### config.mk
export PLATFORM = sky130hd
export DESIGN_NAME = bram_pixel_reader_flat
export DESIGN_NICKNAME = d
export VERILOG_FILES = /design/src/rtl/bram_pixel_reader_pkg.sv /design/src/rtl/bram_pixel_reader_if.sv /design/src/rtl/bram_pixel_reader_fifo.sv /design/src/rtl/bram_pixel_reader.sv /design/src/flat_wrapper.sv
export SDC_FILE = /design/constraint.sdc
export NUM_CORES = 1
export LEC_CHECK = 0
export ABC_AREA = 1
export CAP_MARGIN = 15
export CORE_ASPECT_RATIO = 0.5
export CORE_UTILIZATION = 49
export DETAILED_ROUTE_END_ITERATION = 8
export GPL_TIMING_DRIVEN = 0
export HOLD_SLACK_MARGIN = 0.02
export PLACE_DENSITY = 0.81
export SYNTH_ARGS = -nofsm -noshare
export SYNTH_HDL_FRONTEND = slang
export SYNTH_SLANG_ARGS = --single-unit
### constraint.sdc
create_clock -name clk -period 2.6 [get_ports clk]
set_clock_uncertainty 0.15 [all_clocks]
set_input_delay 0.52 -clock clk [delete_from_list [all_inputs] [get_ports clk]]
set_output_delay 0.52 -clock clk [all_outputs]
set_load 0.03 [all_outputs]
### src/rtl/bram_pixel_reader_pkg.sv
// Shared defaults and FSM encoding for the pixel BRAM read initiator.
// Pixels are {R,G,B}, taken from byte lanes {ram0,ram1,ram2}.
package bram_pixel_reader_pkg;

    localparam int DP_DEF = 512;
    localparam int DW_DEF = 24;
    localparam int FD_DEF = 4;

    typedef enum logic [1:0] {
        ST_IDLE  = 2'd0,
        ST_RUN   = 2'd1,
        ST_DRAIN = 2'd2,
        ST_DONE  = 2'd3
    } state_e;

endpackage

### src/rtl/bram_pixel_reader_if.sv
// Command, BRAM read-port and pixel-stream signals of the pixel reader.
// master = the reader itself, slave = the surrounding system.
interface bram_pixel_reader_if
    import bram_pixel_reader_pkg::*;
#(
    parameter int DW = DW_DEF,
    parameter int AW = $clog2(DP_DEF)
);
    logic            cmd_valid;
    logic            cmd_ready;
    logic [AW-1:0]   cmd_addr;
    logic [AW:0]     cmd_len;

    logic            mem_req;
    logic            mem_gnt;
    logic [AW-1:0]   mem_addr;
    logic            mem_we;
    logic [DW/8-1:0] mem_sel;
    logic [DW-1:0]   mem_rdata;

    logic            pix_valid;
    logic            pix_ready;
    logic [DW-1:0]   pix_data;
    logic            pix_last;

    logic            busy;
    logic            done;

    modport master (
        input  cmd_valid, cmd_addr, cmd_len, mem_gnt, mem_rdata, pix_ready,
        output cmd_ready, mem_req, mem_addr, mem_we, mem_sel,
               pix_valid, pix_data, pix_last, busy, done
    );

    modport slave (
        output cmd_valid, cmd_addr, cmd_len, mem_gnt, mem_rdata, pix_ready,
        input  cmd_ready, mem_req, mem_addr, mem_we, mem_sel,
               pix_valid, pix_data, pix_last, busy, done
    );
endinterface

### src/rtl/bram_pixel_reader_fifo.sv
// Small synchronous FIFO holding captured pixels plus their last-pixel tag.
// Output is read from storage only, so an entry is visible the cycle after its push.
module pix_sync_fifo #(
    parameter int DEPTH = 4,
    parameter int WIDTH = 25
) (
    input  logic                       clk,
    input  logic                       rst,
    input  logic                       push_i,
    input  logic                       pop_i,
    input  logic [WIDTH-1:0]           din_i,
    output logic [WIDTH-1:0]           dout_o,
    output logic                       empty_o,
    output logic [$clog2(DEPTH):0]     count_o
);
    localparam int PW = $clog2(DEPTH);
    localparam logic [PW:0] FULL_CNT = (PW+1)'(DEPTH);

    logic [WIDTH-1:0] mem_q [DEPTH];
    logic [PW-1:0]    wr_ptr_q;
    logic [PW-1:0]    rd_ptr_q;
    logic [PW:0]      count_q;
    logic             pop_ok;
    logic             push_ok;

    // A pop frees the slot being written, so push is fine when full if popping too.
    assign pop_ok  = pop_i && (count_q != '0);
    assign push_ok = push_i && ((count_q != FULL_CNT) || pop_ok);

    always_ff @(posedge clk or posedge rst) begin
        if (rst) begin
            wr_ptr_q <= '0;
            rd_ptr_q <= '0;
            count_q  <= '0;
        end else begin
            if (push_ok) wr_ptr_q <= wr_ptr_q + PW'(1);
            if (pop_ok)  rd_ptr_q <= rd_ptr_q + PW'(1);
            case ({push_ok, pop_ok})
                2'b10:   count_q <= count_q + (PW+1)'(1);
                2'b01:   count_q <= count_q - (PW+1)'(1);
                default: count_q <= count_q;
            endcase
        end
    end

    always_ff @(posedge clk) begin
        if (push_ok) mem_q[wr_ptr_q] <= din_i;
    end

    assign dout_o  = mem_q[rd_ptr_q];
    assign empty_o = (count_q == '0);
    assign count_o = count_q;
endmodule

### src/rtl/bram_pixel_reader.sv
// Streams {base, length} pixel commands out of a shared, registered-read BRAM port.
// Reads are only issued while the FIFO has room for every read already in flight.
module bram_pixel_reader
    import bram_pixel_reader_pkg::*;
#(
    parameter int DP = DP_DEF,
    parameter int DW = DW_DEF,
    parameter int FD = FD_DEF
) (
    input  logic                  clk,
    input  logic                  rst,
    bram_pixel_reader_if.master   bus
);
    localparam int AW = $clog2(DP);
    localparam int CW = $clog2(FD) + 1;
    localparam logic [AW-1:0] ADDR_MAX = AW'(DP - 1);
    localparam logic [AW:0]   ONE_L    = (AW+1)'(1);
    localparam logic [CW:0]   FD_W     = (CW+1)'(FD);

    state_e        state_q;
    logic [AW-1:0] addr_q;
    logic [AW:0]   len_q;
    logic [AW:0]   issued_q;
    logic          inflight_q;
    logic          inflight_last_q;
    logic          cmd_ready_q;
    logic          busy_q;
    logic          done_q;

    logic [CW-1:0] fifo_count;
    logic          fifo_empty;
    logic [DW:0]   fifo_dout;
    logic [CW:0]   occupancy;
    logic          credit_ok;
    logic          issue;
    logic          last_issue;
    logic          cmd_fire;
    logic          pop;
    logic [AW-1:0] addr_next;

    // Occupancy counts the read already on the BRAM pipeline as a used slot.
    assign occupancy  = {1'b0, fifo_count} + {{CW{1'b0}}, inflight_q};
    assign credit_ok  = occupancy < FD_W;
    assign bus.mem_req = (state_q == ST_RUN) && (issued_q != len_q) && credit_ok;
    assign issue      = bus.mem_req && bus.mem_gnt;
    assign last_issue = issue && ((issued_q + ONE_L) == len_q);
    assign cmd_fire   = bus.cmd_valid && cmd_ready_q;
    assign pop        = bus.pix_valid && bus.pix_ready;
    assign addr_next  = (addr_q == ADDR_MAX) ? '0 : addr_q + AW'(1);

    always_ff @(posedge clk or posedge rst) begin
        if (rst) begin
            state_q         <= ST_IDLE;
            addr_q          <= '0;
            len_q           <= '0;
            issued_q        <= '0;
            inflight_q      <= 1'b0;
            inflight_last_q <= 1'b0;
            cmd_ready_q     <= 1'b0;
            busy_q          <= 1'b0;
            done_q          <= 1'b0;
        end else begin
            inflight_q      <= issue;
            inflight_last_q <= last_issue;
            case (state_q)
                ST_IDLE: begin
                    cmd_ready_q <= !cmd_fire;
                    if (cmd_fire) begin
                        addr_q   <= bus.cmd_addr;
                        len_q    <= bus.cmd_len;
                        issued_q <= '0;
                        busy_q   <= 1'b1;
                        if (bus.cmd_len == '0) begin
                            state_q <= ST_DONE;
                            done_q  <= 1'b1;
                        end else begin
                            state_q <= ST_RUN;
                        end
                    end
                end
                ST_RUN: begin
                    if (issue) begin
                        addr_q   <= addr_next;
                        issued_q <= issued_q + ONE_L;
                    end
                    if (last_issue) state_q <= ST_DRAIN;
                end
                ST_DRAIN: begin
                    // Empty FIFO with nothing in flight means the last pixel has left.
                    if (!inflight_q && fifo_empty) begin
                        state_q <= ST_DONE;
                        done_q  <= 1'b1;
                    end
                end
                ST_DONE: begin
                    state_q     <= ST_IDLE;
                    done_q      <= 1'b0;
                    busy_q      <= 1'b0;
                    cmd_ready_q <= 1'b1;
                end
                default: state_q <= ST_IDLE;
            endcase
        end
    end

    pix_sync_fifo #(
        .DEPTH (FD),
        .WIDTH (DW + 1)
    ) u_fifo (
        .clk     (clk),
        .rst     (rst),
        .push_i  (inflight_q),
        .pop_i   (pop),
        .din_i   ({inflight_last_q, bus.mem_rdata}),
        .dout_o  (fifo_dout),
        .empty_o (fifo_empty),
        .count_o (fifo_count)
    );

    assign bus.cmd_ready = cmd_ready_q;
    assign bus.mem_addr  = addr_q;
    assign bus.mem_we    = 1'b0;
    assign bus.mem_sel   = '0;
    assign bus.pix_valid = !fifo_empty;
    assign bus.pix_data  = fifo_dout[DW-1:0];
    assign bus.pix_last  = fifo_dout[DW] && !fifo_empty;
    assign bus.busy      = busy_q;
    assign bus.done      = done_q;
endmodule

### src/flat_wrapper.sv
// flat-port wrapper written by rule: the top's interface ports become plain ports
module bram_pixel_reader_flat import bram_pixel_reader_pkg::*;
#(
    parameter int DP = DP_DEF,
    parameter int DW = DW_DEF,
    parameter int FD = FD_DEF
)
  (clk, rst, bus_cmd_valid, bus_cmd_addr, bus_cmd_len, bus_mem_gnt, bus_mem_rdata, bus_pix_ready, bus_cmd_ready, bus_mem_req, bus_mem_addr, bus_mem_we, bus_mem_sel, bus_pix_valid, bus_pix_data, bus_pix_last, bus_busy, bus_done);
  bram_pixel_reader_if #(.DW(DW), .AW((9))) bus_i ();
  input  logic clk;
  input  logic rst;
  input wire logic [$bits(bus_i.cmd_valid)-1:0] bus_cmd_valid;
  input wire logic [$bits(bus_i.cmd_addr)-1:0] bus_cmd_addr;
  input wire logic [$bits(bus_i.cmd_len)-1:0] bus_cmd_len;
  input wire logic [$bits(bus_i.mem_gnt)-1:0] bus_mem_gnt;
  input wire logic [$bits(bus_i.mem_rdata)-1:0] bus_mem_rdata;
  input wire logic [$bits(bus_i.pix_ready)-1:0] bus_pix_ready;
  output wire logic [$bits(bus_i.cmd_ready)-1:0] bus_cmd_ready;
  output wire logic [$bits(bus_i.mem_req)-1:0] bus_mem_req;
  output wire logic [$bits(bus_i.mem_addr)-1:0] bus_mem_addr;
  output wire logic [$bits(bus_i.mem_we)-1:0] bus_mem_we;
  output wire logic [$bits(bus_i.mem_sel)-1:0] bus_mem_sel;
  output wire logic [$bits(bus_i.pix_valid)-1:0] bus_pix_valid;
  output wire logic [$bits(bus_i.pix_data)-1:0] bus_pix_data;
  output wire logic [$bits(bus_i.pix_last)-1:0] bus_pix_last;
  output wire logic [$bits(bus_i.busy)-1:0] bus_busy;
  output wire logic [$bits(bus_i.done)-1:0] bus_done;
  assign bus_i.cmd_valid = bus_cmd_valid;
  assign bus_i.cmd_addr = bus_cmd_addr;
  assign bus_i.cmd_len = bus_cmd_len;
  assign bus_i.mem_gnt = bus_mem_gnt;
  assign bus_i.mem_rdata = bus_mem_rdata;
  assign bus_i.pix_ready = bus_pix_ready;
  assign bus_cmd_ready = bus_i.cmd_ready;
  assign bus_mem_req = bus_i.mem_req;
  assign bus_mem_addr = bus_i.mem_addr;
  assign bus_mem_we = bus_i.mem_we;
  assign bus_mem_sel = bus_i.mem_sel;
  assign bus_pix_valid = bus_i.pix_valid;
  assign bus_pix_data = bus_i.pix_data;
  assign bus_pix_last = bus_i.pix_last;
  assign bus_busy = bus_i.busy;
  assign bus_done = bus_i.done;
  bram_pixel_reader #(.DP(DP), .DW(DW), .FD(FD)) u_core (.clk(clk), .rst(rst), .bus(bus_i));
endmodule
# ---- Word-level counts from Yosys, hierarchy flattened
# Memory sizes are Yosys's and may differ from the RTL's.
# Index checks and enable logic that the tools add are counted.
dict set report word_totals {
  ff_bits 43
  ramBits 100
  output_inout_bits 43
  elab_cells 84
  memories 1
}
# memory words width read_ports rd_clocked_by_memory_dff wr line_no
set memory_table {}
lappend memory_table {u_core.u_fifo.mem_q 4 25 1 0 1 bram_pixel_reader_fifo.sv:19} ;# logic [WIDTH-1:0] mem_q [DEPTH];
dict set report classes {
  addsub 7
  magnitude_cmp 1
  eq_ne 14
  mux 22
  reduce_logical 27
}
# cell count
set op_table {}
lappend op_table {{$mux 9} 3}
lappend op_table {{$mux 10} 2}
lappend op_table {{$pmux 10 s2} 1}
lappend op_table {{$pmux 9 s2} 1}
lappend op_table {{$add 10x1->10 const B} 1}
lappend op_table {{$eq 10x10->1} 1}
lappend op_table {{$logic_and 1x1->1} 10}
lappend op_table {{$logic_not 10->1} 1}
lappend op_table {{$ne 10x10->1} 1}
lappend op_table {{$ne 2x1->1 const B} 5}
lappend op_table {{$add 9x1->9 const B} 1}
lappend op_table {{$eq 9x9->1 const B} 1}
lappend op_table {{$mux 2} 4}
lappend op_table {{$pmux 2 s4} 1}
lappend op_table {{$eq 2x2->1 const B} 3}
lappend op_table {{$mux 1} 6}
lappend op_table {{$pmux 3 s2} 1}
lappend op_table {{$reduce_and 3->1} 2}
lappend op_table {{$reduce_bool 2->1} 3}
lappend op_table {{$reduce_bool 3->1} 2}
lappend op_table {{$add 2x1->2 const B} 2}
lappend op_table {{$add 3x1->4} 1}
lappend op_table {{$eq 2x1->1 const B} 2}
lappend op_table {{$lt 4x3->1 const B} 1}
lappend op_table {{11 further kinds} 15}

# ---- Logic depth before layout (Yosys ltp)
dict set report depth {
  word_depth 8
  mapped_depth 14
  depth_no_buf 14
}

# ---- Hierarchy
# A second synthesis with hierarchy kept.
dict set report hier_totals {
  hier_cells 680
  area_unflattened_um2 6697.7
}
# mod instances cells_each area_each_um2 seq_area_each_um2
set modules_own_cells {}
lappend modules_own_cells {pix_sync_fifo 1 299 4144.0 3178.0}
lappend modules_own_cells {bram_pixel_reader 1 381 2553.7 900.9}

# ---- Least setup slack after synthesis
# OpenSTA, ideal clock, no wires.
dict set report synth_path {
  kind {input -> register}
  startpoint {input bus_pix_ready}
  endpoint {memory u_core.u_fifo.mem_q[0][0], enable pin}
  setup_ps 407
  arrival_ps 2094
  path_slack_ps -51
  cell_stages 4
  path_buffers 0
  cell_sequence {inv_1 -> a31oi_1 -> inv_1 -> nor2_1}
}
dict set report synth_via {
  elab_chain_cells 6
}
# element line_no
set synth_rtl {}
lappend synth_rtl {{start: declaration} flat_wrapper.sv:17} ;# input wire logic [$bits(bus_i.pix_ready)-1:0] bus_pix_ready;
lappend synth_rtl {{$logic_and 1x1->1} bram_pixel_reader.sv:48} ;# assign pop = bus.pix_valid && bus.pix_ready;
lappend synth_rtl {{$logic_and 1x1->1} bram_pixel_reader_fifo.sv:27} ;# assign pop_ok = pop_i && (count_q != '0);
lappend synth_rtl {{$logic_or 1x1->1} bram_pixel_reader_fifo.sv:28} ;# assign push_ok = push_i && ((count_q != FULL_CNT) || pop_ok);
lappend synth_rtl {{$logic_and 1x1->1} bram_pixel_reader_fifo.sv:28}
lappend synth_rtl {{$mux 1} bram_pixel_reader_fifo.sv:47} ;# if (push_ok) mem_q[wr_ptr_q] <= din_i;
lappend synth_rtl {{$mux 1 (implied by the code)} bram_pixel_reader_fifo.sv:47}
lappend synth_rtl {{end: declaration} bram_pixel_reader_fifo.sv:19}
# No other way between the ends.

# ---- Final worst setup path
dict set report layout_path {
  startpoint {register u_core.u_fifo.rd_ptr_q[1]}
  endpoint {output bus_pix_data[4]}
}
dict set report layout_via {
  elab_chain_cells 1
}
# element line_no
set layout_rtl {}
lappend layout_rtl {{start: declaration} bram_pixel_reader_fifo.sv:21} ;# logic [PW-1:0] rd_ptr_q;
lappend layout_rtl {{start signal: assignment} bram_pixel_reader_fifo.sv:37} ;# if (pop_ok) rd_ptr_q <= rd_ptr_q + PW'(1);
lappend layout_rtl {{$mem_v2 4x25} n/a}
lappend layout_rtl {{end: declaration} flat_wrapper.sv:24} ;# output wire logic [$bits(bus_i.pix_data)-1:0] bus_pix_data;
# No other way between the ends.

==> results.ini <==
[status]
status = complete, but fails checks
violations = design-rule violations

[setup_path]
crit_cells = 5
critPathLaunchType = flip-flop
crit_required_ps = 1930
worstPathMaxFanout = 10
crit_start = u_core.u_fifo.rd_ptr_q[1]
crit_slowest_cell = dfrtp_2
reg2reg_depth = 5
timing.rr.start = u_core.u_fifo.count_o[0]
cp_num_buf_inv = 3
max_stage_delay_ps = 470
worst-setup-path-type = reg -> out
critPathCaptureType = output port
crit_chain = inv_2 -> clkbuf_4 -> o21ai_0 -> o22ai_1 -> clkdlybuf4s18_2
worstPathArrival_ps = 1890
cp_top_family = buffers and inverters

[clock_network]
cts.sinks = 143
clkTransAtPathRegs_ps = 70
numCtsBuffers = 17
htree_levels = 4
cts_buffer_depth = 2
clk_latency_ps = 430
hold_buffers = 0
cts_tree = built
cts_root_buf = clkbuf_16

[global_routing]
gr-total-overflow = 0
grt_max_degree = 39
grtUsageTotal_pct = 23.6
grt_pass1_vias = 4897
antenna_found_initial = 0
grt_pass1_wl_mm = 24.8

[layout]
fin_util_pct = 65.0
insertedDiodeCount = 0
drive_gt1_share_pct = 16.7
syn2layout_area_growth_pct = 27.9
final_nets = 807

[yosys]
synth-edff-count = 100
synth_area_leaders = edfxtp_1 (46%), dfrtp_1 (16%), nand2_1 (7.1%)
ys_seq_area_share_pct = 62.5
yosys.area_share.adder_pct = 2.41
synth_compound_area_share_pct = 11.2
synth-xor-area-share_pct = 1.34
synth_cell_types = 36
synth_top_flop_cell = edfxtp_1
netlist.top_cell.by_area = edfxtp_1
synth_area_mm2 = 0.00653
async_flop_share_pct = 30.1
ys_warn_count = 0
synth.mux.area_fraction_pct = 0.153
synth-seq-cells = 143
synth_top_area_share_pct = 46.0
netlist_instances = 636
avgSynthCellArea_um2 = 10.3
synthSimpleGateAreaFrac_pct = 16.5
synth_top_family_by_area = simple AND/OR/NAND/NOR gates

[die]
ios = 91
dieWidth_um = 165
initial_core_util_pct = 50.8
dieArea_mm2 = 0.0138
die_h_um = 83.6
rows = 29
core_mm2 = 0.0128

[route]
dr.pass1.iters = 7
wirelength_mm = 15.4
antenna_left = 0
routed-wl-met2_mm = 7.60
vias = 5024
wl_met1_mm = 6.47
drt-initial-drc-count = 392
wl_met3_mm = 1.01
routed.top_layer = met4
wl_per_cell_um = 16.5
avgViaCountPerCell = 5.40
post-route-drc-count = 11

[job]
drv_cap = 0

[power]
total_power_w = 0.00992
cellPowerDensity_mw_per_mm2 = 1190
ir_drop_mv = 0.657
power.leakage_nw = 3.35

[sta]
fin_ws_ps = 38.2
post-route-period-util_pct = 98.5
tightestPinTransition_ps = 872
holdWs_ps = 155
min_period_ps = 2560
setup_viol = 0
hold_violations = 0
fin_tns_setup_ps = 0
fmax_mhz = 390
finalMaxSlewViolations = 0
relSlewSlack_pct = 41.7

[hold_path]
hold_path_class = in -> async

[placement]
place_congestion = 0.855
hpwl_mm = 9.82
place_ws_ps = -623
numPortBuffers = 86

## cell usage in the layout, fill, tap and decap left out, types with 4 or more instances in the layout
cell,count
clkdlybuf4s15_2,11
nand2_1,123
clkbuf_2,10
clkdlybuf4s50_1,60
clkbuf_16,17
nand3_1,29
dfrtp_1,41
or2_2,5
o22ai_1,24
a21oi_1,7
clkbuf_1,4
nor2_2,4
ha_1,11
o21ai_2,14
edfxtp_1,100
buf_2,6
buf_4,6
clkbuf_4,9
nor2_1,83
conb_1,4
clkinv_4,4
o211ai_2,4
nand2_2,4
xor2_1,7
inv_2,4
inv_1,57
o21ai_0,65
## cell type report
cell class	instances	area (um^2)
plain buffers	25	186
clock buffers	18	429
clock inverters	14	183
fillers	971	4490
inverters	61	229
multi-input cells	408	2110
flip-flops and latches	143	4080
well taps	170	213
repair buffers	91	921
## report_power, final
group | internal [W] | switching, W | total, W | leakage (nW)
clock network | 0.00153 | 0.00101 | 0.00254 | 0.299
logic | 0.00148 | 0.00280 | 0.00429 | 1.61
registers | 0.00280 | 0.000287 | 0.00309 | 1.44
total | 0.00581 | 0.00410 | 0.00992 | 3.35
## logic make-up after synthesis
group	count (synthesis)
mux	1
flops	143
buf+inv	88
compound gates	121
simple gates	260
fa+ha+maj	12
other cells	1
xor+xnor	10
## synthesized netlist by cell type, types with 3 or more instances
library cell	instances
nand2_1	123
edfxtp_1	100
nor2_1	88
o21ai_0	65
inv_1	60
dfrtp_1	43
nand3_1	29
o22ai_1	24
clkbuf_1	17
o21ai_2	14
ha_1	11
a21oi_1	7
xor2_1	7
buf_4	5
or2_2	5
nand2_2	4
o211ai_2	4
a22oi_1	3
xnor2_1	3
## timing repair
| action | 4_1_cts | 5_1_grt |
|---|---|---|
| pin swaps | 0 | 2 |
| gates resized for setup | 101 | 22 |
| buffers inserted | 0 | 1 |
| endpoints found under the setup margin | 70 | 94 |
## stage by stage
| step | instance area (um^2) | cells |
|---|---|---|
| 3_5_place_dp | 7720 | 899 |
| 2_1_floorplan | 6540 | 639 |
| 3_3_place_gp | 7610 | 895 |
| 5_1_grt | 8350 | 930 |
| 6_report | 8350 | 930 |
| 4_1_cts | 8380 | 929 |
## state kept, by name, indices dropped and copies added (netlist names)
name,cells
u_core.bus.done,1
u_core.bus.cmd_ready,1
u_core.state_q,2
u_core.u_fifo.mem_q,100
u_core.inflight_last_q,1
u_core.bus.mem_addr,9
u_core.issued_q,10
u_core.u_fifo.wr_ptr_q,2
u_core.len_q,10
u_core.u_fifo.rd_ptr_q,2
u_core.u_fifo.count_o,3
u_core.bus.busy,1
u_core.inflight_q,1
## metal layers
| layer | vias to the layer above | track usage (%) |
|---|---|---|
| li1 | 2377 | - |
| met1 | 2434 | 30.7 |
| met2 | 184 | 39.5 |
| met3 | 29 | 4.12 |
| met4 | 0 | 9.17 |
| met5 | - | 0 |
## final timing paths
| path | to | slack [ps] |
|---|---|---|
| hold / removal | u_core.bus.mem_addr[2] | 150 |
| hold reg to reg | u_core.len_q[9] | 370 |
| min in group clk | u_core.len_q[9] | 370 |
| setup / recovery | bus_pix_data[4] | 40 |
| setup reg to reg | u_core.u_fifo.mem_q[0][14] | 320 |
| max in group asynchronous | u_core.len_q[8] | 1680 |
(Power assumes the default switching activity.)
